**src/rtl/uart_tx_arbiter_if.sv**
```systemverilog
// Requester / UART side bundle for uart_tx_arbiter.
// slave = arbiter view, master = environment view.
interface uart_tx_arbiter_if #(
  parameter int N_REQ = 4
);
  logic [N_REQ-1:0]   req_valid;
  logic [8*N_REQ-1:0] req_data;
  logic [N_REQ-1:0]   req_ack;
  logic               tx_ready;
  logic [7:0]         tx_data;
  logic               tx_valid;
  logic [2:0]         grant_id;
  logic               busy;

  modport slave (
    input  req_valid, req_data, tx_ready,
    output req_ack, tx_data, tx_valid, grant_id, busy
  );

  modport master (
    output req_valid, req_data, tx_ready,
    input  req_ack, tx_data, tx_valid, grant_id, busy
  );
endinterface

```
**src/rtl/uart_tx_arbiter.sv**
```systemverilog
// Round-robin arbiter sharing one UART transmitter among N_REQ byte sources.
// Define UART_TX_ARB_DEDUP_EN to suppress re-sending a byte that is held unchanged.
module uart_tx_arbiter #(
  parameter int N_REQ      = 4,
  parameter int GAP_CYCLES = 1000
) (
  input logic              clk,
  input logic              reset,
  uart_tx_arbiter_if.slave bus
);
  typedef enum logic [1:0] {IDLE, SEND, GAP} state_t;

  state_t          state;
  logic [2:0]      rr_ptr;
  logic [15:0]     gap_cnt;
  logic [7:0]      elig;
  logic [7:0][7:0] data_arr;
  logic            pick_vld;
  logic [2:0]      pick_idx;
  logic [3:0]      cand;
  logic [7:0]      ack_vec;

  // Pad to 8 lanes so a 3-bit index always fits exactly.
  genvar i;
  generate
    for (i = 0; i < 8; i++) begin : g_lane
      if (i < N_REQ) begin : g_act
        assign data_arr[i] = bus.req_data[8*i +: 8];
`ifdef UART_TX_ARB_DEDUP_EN
        logic       hv;
        logic [7:0] hb;
        // Last byte sent from this lane; forgotten once valid drops or data moves.
        always_ff @(posedge clk) begin
          if (!reset) begin
            hv <= 1'b0;
            hb <= 8'd0;
          end else if (state == SEND && bus.tx_ready && bus.grant_id == 3'(i)) begin
            hv <= 1'b1;
            hb <= bus.tx_data;
          end else if (!bus.req_valid[i] || bus.req_data[8*i +: 8] != hb) begin
            hv <= 1'b0;
          end
        end
        assign elig[i] = bus.req_valid[i] && !(hv && bus.req_data[8*i +: 8] == hb);
`else
        assign elig[i] = bus.req_valid[i];
`endif
      end else begin : g_pad
        assign data_arr[i] = 8'd0;
        assign elig[i]     = 1'b0;
      end
    end
  endgenerate

  // Scan downward so the lowest offset from rr_ptr wins.
  always_comb begin
    pick_vld = 1'b0;
    pick_idx = 3'd0;
    cand     = 4'd0;
    for (int k = N_REQ - 1; k >= 0; k--) begin
      cand = {1'b0, rr_ptr} + 4'(k);
      if (cand >= 4'(N_REQ)) cand = cand - 4'(N_REQ);
      if (elig[cand[2:0]]) begin
        pick_vld = 1'b1;
        pick_idx = cand[2:0];
      end
    end
  end

  assign ack_vec = 8'd1 << bus.grant_id;

  always_ff @(posedge clk) begin
    if (!reset) begin
      state        <= IDLE;
      bus.tx_valid <= 1'b0;
      bus.tx_data  <= 8'd0;
      bus.req_ack  <= '0;
      bus.grant_id <= 3'd0;
      bus.busy     <= 1'b0;
      rr_ptr       <= 3'd0;
      gap_cnt      <= 16'd0;
    end else begin
      bus.req_ack <= '0;
      case (state)
        IDLE: begin
          if (pick_vld) begin
            bus.tx_data  <= data_arr[pick_idx];
            bus.tx_valid <= 1'b1;
            bus.grant_id <= pick_idx;
            bus.busy     <= 1'b1;
            state        <= SEND;
          end
        end
        SEND: begin
          // Committed byte: only tx_ready ends this state.
          if (bus.tx_ready) begin
            bus.tx_valid <= 1'b0;
            bus.req_ack  <= ack_vec[N_REQ-1:0];
            rr_ptr       <= (bus.grant_id == 3'(N_REQ - 1)) ? 3'd0 : bus.grant_id + 3'd1;
            gap_cnt      <= 16'd0;
            if (GAP_CYCLES > 0) begin
              state <= GAP;
            end else begin
              state    <= IDLE;
              bus.busy <= 1'b0;
            end
          end
        end
        GAP: begin
          if (gap_cnt == 16'(GAP_CYCLES - 1)) begin
            state    <= IDLE;
            bus.busy <= 1'b0;
            gap_cnt  <= 16'd0;
          end else begin
            gap_cnt <= gap_cnt + 16'd1;
          end
        end
        default: state <= IDLE;
      endcase
    end
  end
endmodule

```
**src/flat_wrapper.sv**
```systemverilog
// flat-port wrapper written by rule: the top's interface ports become plain ports
module uart_tx_arbiter_flat 
#(
  parameter int N_REQ      = 4,
  parameter int GAP_CYCLES = 1000
)
  (clk, reset, bus_req_valid, bus_req_data, bus_tx_ready, bus_req_ack, bus_tx_data, bus_tx_valid, bus_grant_id, bus_busy);
  uart_tx_arbiter_if #(.N_REQ(N_REQ)) bus_i ();
  input logic clk;
  input logic reset;
  input wire logic [$bits(bus_i.req_valid)-1:0] bus_req_valid;
  input wire logic [$bits(bus_i.req_data)-1:0] bus_req_data;
  input wire logic [$bits(bus_i.tx_ready)-1:0] bus_tx_ready;
  output wire logic [$bits(bus_i.req_ack)-1:0] bus_req_ack;
  output wire logic [$bits(bus_i.tx_data)-1:0] bus_tx_data;
  output wire logic [$bits(bus_i.tx_valid)-1:0] bus_tx_valid;
  output wire logic [$bits(bus_i.grant_id)-1:0] bus_grant_id;
  output wire logic [$bits(bus_i.busy)-1:0] bus_busy;
  assign bus_i.req_valid = bus_req_valid;
  assign bus_i.req_data = bus_req_data;
  assign bus_i.tx_ready = bus_tx_ready;
  assign bus_req_ack = bus_i.req_ack;
  assign bus_tx_data = bus_i.tx_data;
  assign bus_tx_valid = bus_i.tx_valid;
  assign bus_grant_id = bus_i.grant_id;
  assign bus_busy = bus_i.busy;
  uart_tx_arbiter #(.N_REQ(N_REQ), .GAP_CYCLES(GAP_CYCLES)) u_core (.clk(clk), .reset(reset), .bus(bus_i));
endmodule
```
**config.mk**
```make
export PLATFORM = sky130hd
export DESIGN_NAME = uart_tx_arbiter_flat
export DESIGN_NICKNAME = d
export VERILOG_FILES = /design/src/rtl/uart_tx_arbiter_if.sv /design/src/rtl/uart_tx_arbiter.sv /design/src/flat_wrapper.sv
export SDC_FILE = /design/constraint.sdc
export NUM_CORES = 1
export LEC_CHECK = 0
export BUFFER_PORTS_ARGS = -buffer_cell sky130_fd_sc_hd__clkbuf_2
export CORE_MARGIN = 3
export CORE_UTILIZATION = 52
export DETAILED_ROUTE_END_ITERATION = 12
export GPL_ROUTABILITY_DRIVEN = 0
export PLACE_DENSITY = 0.87
export RECOVER_POWER = 100
export SYNTH_ARGS = -nofsm -noshare
export SYNTH_HDL_FRONTEND = slang
export SYNTH_SLANG_ARGS = --single-unit
```
**constraint.sdc**
```tcl
create_clock -name clk -period 3.7 [get_ports clk]
set_clock_uncertainty 0.05 [all_clocks]
set_input_delay 0.74 -clock clk [delete_from_list [all_inputs] [get_ports clk]]
set_output_delay 0.74 -clock clk [all_outputs]
set_load 0.05 [all_outputs]
```
==> impl_metrics.json <==
{
  "cp-endpoint": "u_core.bus.tx_data[6]",
  "grt_use_met1_pct": 24.5,
  "h-tree-depth": 2,
  "max_freq_mhz": 308,
  "vdd_drop_max_v": 0.000327,
  "die_x_um": 70.0,
  "rsz0062_at_grt": "false",
  "yosys_warnings": 0,
  "rows": 22,
  "period_needed_ns": 3.25,
  "timing.rr.start": "u_core.rr_ptr[0]",
  "vias": 1976,
  "synth_edf_count": 0,
  "r2r-end": "u_core.bus.tx_data[6]",
  "drt_iter0_markers": 81,
  "report.final.slew_viol_count": 0,
  "drt_first_pass_iters": 4,
  "synth_area_leaders": "dfxtp_1 36%, mux2i_1 8.9%, o221ai_1 3.3%, nand2_1 3.2%, nor2_1 3.0%",
  "ant_nets": 0,
  "grt_pass1_wl_um": 8180,
  "fillers": 334,
  "synth_most_common_cell": "dfxtp_1",
  "ys_seq_area_share_pct": 35.7,
  "clkLatencyLatePin_ns": 0.29,
  "finalSetupTns_ns": 0,
  "cts_made_buffers": 5,
  "start_util_pct": 56.1,
  "clock_path_buffers": 2,
  "pin_count": 56,
  "areaGrowthSynthToFinish_pct": 15.8,
  "reg2reg_depth": 7,
  "maxCapViolations": 0,
  "core_mm2": 0.00380,
  "ys_ff_latch": 38,
  "status": "finished clean",
  "postSynthAreaPerCell_um2": 8.92,
  "p_leak_uw": 0.000979,
  "use_met3_pct": 4.60,
  "report.power.total_uw": 1110,
  "root_buffer": "clkbuf_8",
  "path_clk_slew_ns": 0.07,
  "route.detailed.drc": 0,
  "async_reset_ff_share_pct": 0,
  "crit_chain": "inv_1, ha_1, mux4_2, a221oi_1, or3_1, mux2i_1, o221ai_1",
  "relSlewSlack_pct": 39.2,
  "critPathMaxFanout": 17,
  "worst_pin_slew_ns": 0.912,
  "wirelength_um": 4940,
  "gr-max-usage-layer": "met2",
  "p_per_area_mw_per_mm2": 451,
  "r2r_slack_ns": 0.45,
  "crit_path_start": "u_core.rr_ptr[0]",
  "antenna_found_initial": 0,
  "cts_hold_buffers": 0,
  "end_kind": "flip-flop",
  "chipHeight_um": 70.0,
  "crit_required_ns": 3.80,
  "synth_top_area_share_pct": 35.7,
  "met2_usage_pct": 32.9,
  "tritoncts": "done",
  "grt_usage_pct": 20.5,
  "final_util_pct": 65.0,
  "hold_class": "reg -> reg",
  "place_hpwl_um": 3710,
  "min_period_over_period_pct": 87.8,
  "path_class": "reg -> reg",
  "start_kind": "flip-flop",
  "clock_sinks": 38,
  "holdWs_ns": 0.415,
  "dieArea_mm2": 0.00490,
  "wl_per_cell_um": 14.5,
  "grt_max_degree": 25,
  "io_buffer_count": 55,
  "post_cts_resized": 0,
  "synth_cell_types": 48,
  "synthCells": 239,
  "synth_nets": 282,
  "drive_gt1_share_pct": 17.1,
  "synthTopCellsByCount": "38 x dfxtp_1, 19 x mux2i_1, 18 x nand2_1",
  "diodes": 0,
  "fin_nets": 335,
  "hold_viol_final": 0,
  "critPathMaxStageDelay_ns": 0.75,
  "grt_pass1_vias": 1864,
  "grt_overflow_total": 0,
  "synth_largest_area_cell": "dfxtp_1",
  "via_per_inst": 5.79,
  "post-cts-setup-buffers": 0,
  "final-setup-viol-count": 0,
  "hp-start": "u_core.bus.tx_valid",
  "synth_flop_cell": "dfxtp_1",
  "cp.arrival_ns": 3.36,
  "slowest_stage": "or3_1",
  "syn_area_mm2": 0.00213
}
[metal layers]
layer / wire [µm] / vias to the layer above / share of wire [%]
met5: 0 / - / 0
met1: 2120 / 899 / 43
met2: 2340 / 75 / 47
met3: 323 / 16 / 6.5
met4: 157 / 0 / 3.2
li1: - / 986 / -
[metrics by stage]
stage | instance area [µm²] | setup slack, ns | std cells
after floorplan | 2130 | 1.12 | 239
final | 2470 | 0.450 | 341
after global placement | 2400 | 0.602 | 333
after detailed placement | 2400 | 0.430 | 333
after global routing | 2470 | 0.184 | 341
after CTS | 2500 | 0.416 | 341
[state kept, by name, summed over array words and instances (netlist names)]
register             count
u_core.bus.busy          1
u_core.bus.grant_id      3
u_core.bus.req_ack       4
u_core.bus.tx_data       8
u_core.bus.tx_valid      1
u_core.gap_cnt          16
u_core.rr_ptr            3
u_core.state             2
[critical path: cells and delay by family (launching register included)]
kind | cells | cell delay [ns]
simple gates | 1 | 0.75
flops | 1 | 0.62
compound gates | 2 | 0.41
fa+ha+maj | 1 | 0.48
buf+inv | 1 | 0.12
mux | 2 | 0.67
[power breakdown]
| group | internal, µW | leakage (µW) | switching, µW |
|---|---|---|---|
| combinational | 104 | 0.000617 | 199 |
| sequential | 438 | 0.000309 | 26.7 |
| clock | 202 | 0.0000524 | 143 |
[layout make-up]
cell class | count | area (µm²) | area share, %
well taps | 48 | 60.1 | 2.43
inverters | 5 | 18.8 | 0.761
clock buffers | 7 | 76.3 | 3.09
repair buffers | 56 | 256 | 10.4
clock inverters | 1 | 30.0 | 1.22
flip-flops and latches | 38 | 761 | 30.8
multi-input cells | 186 | 1260 | 51.3
[placed cells by master (no fill, tap or decap), types with 3 or more instances in the layout]
master | Yosys | routed
a21boi_0 | 1 | 3
a21oi_1 | 8 | 9
a22oi_1 | 4 | 4
and3_1 | 7 | 7
clkbuf_1 | 3 | 21
clkbuf_2 | 1 | 37
clkbuf_8 | 0 | 5
dfxtp_1 | 38 | 38
ha_1 | 4 | 4
inv_1 | 4 | 4
mux2i_1 | 19 | 19
nand2_1 | 18 | 18
nand2b_1 | 4 | 4
nand3_1 | 9 | 9
nand3b_1 | 3 | 3
nand4_1 | 7 | 7
nor2_1 | 17 | 17
nor2b_1 | 8 | 8
nor3_1 | 10 | 10
nor3b_1 | 5 | 5
o21ai_0 | 11 | 14
o221ai_1 | 8 | 8
xor2_1 | 4 | 4
[worst min-delay path by stage]
stage                       endpoint  slack (ns)  cells past startpoint
4_1_cts        u_core.bus.tx_data[1]        0.42                      2
3_5_place_dp   u_core.bus.tx_data[1]        0.40                      2
5_1_grt          u_core.bus.tx_valid        0.44                      2
6_report         u_core.bus.tx_valid        0.41                      2
2_1_floorplan     u_core.gap_cnt[11]        0.41                      2
3_3_place_gp   u_core.bus.tx_data[6]        0.40                      2
[cells by family after synthesis]
| family | count (synthesis) | share of synthesized area, % |
|---|---|---|
| simple gates | 102 | 25.7 |
| compound gates | 49 | 15.7 |
| flops | 38 | 35.7 |
| mux | 25 | 13.6 |
| buf+inv | 15 | 4.40 |
| xor+xnor | 6 | 2.47 |
| fa+ha+maj | 4 | 2.35 |
No activity file was read; power rests on OpenSTA's default activity.
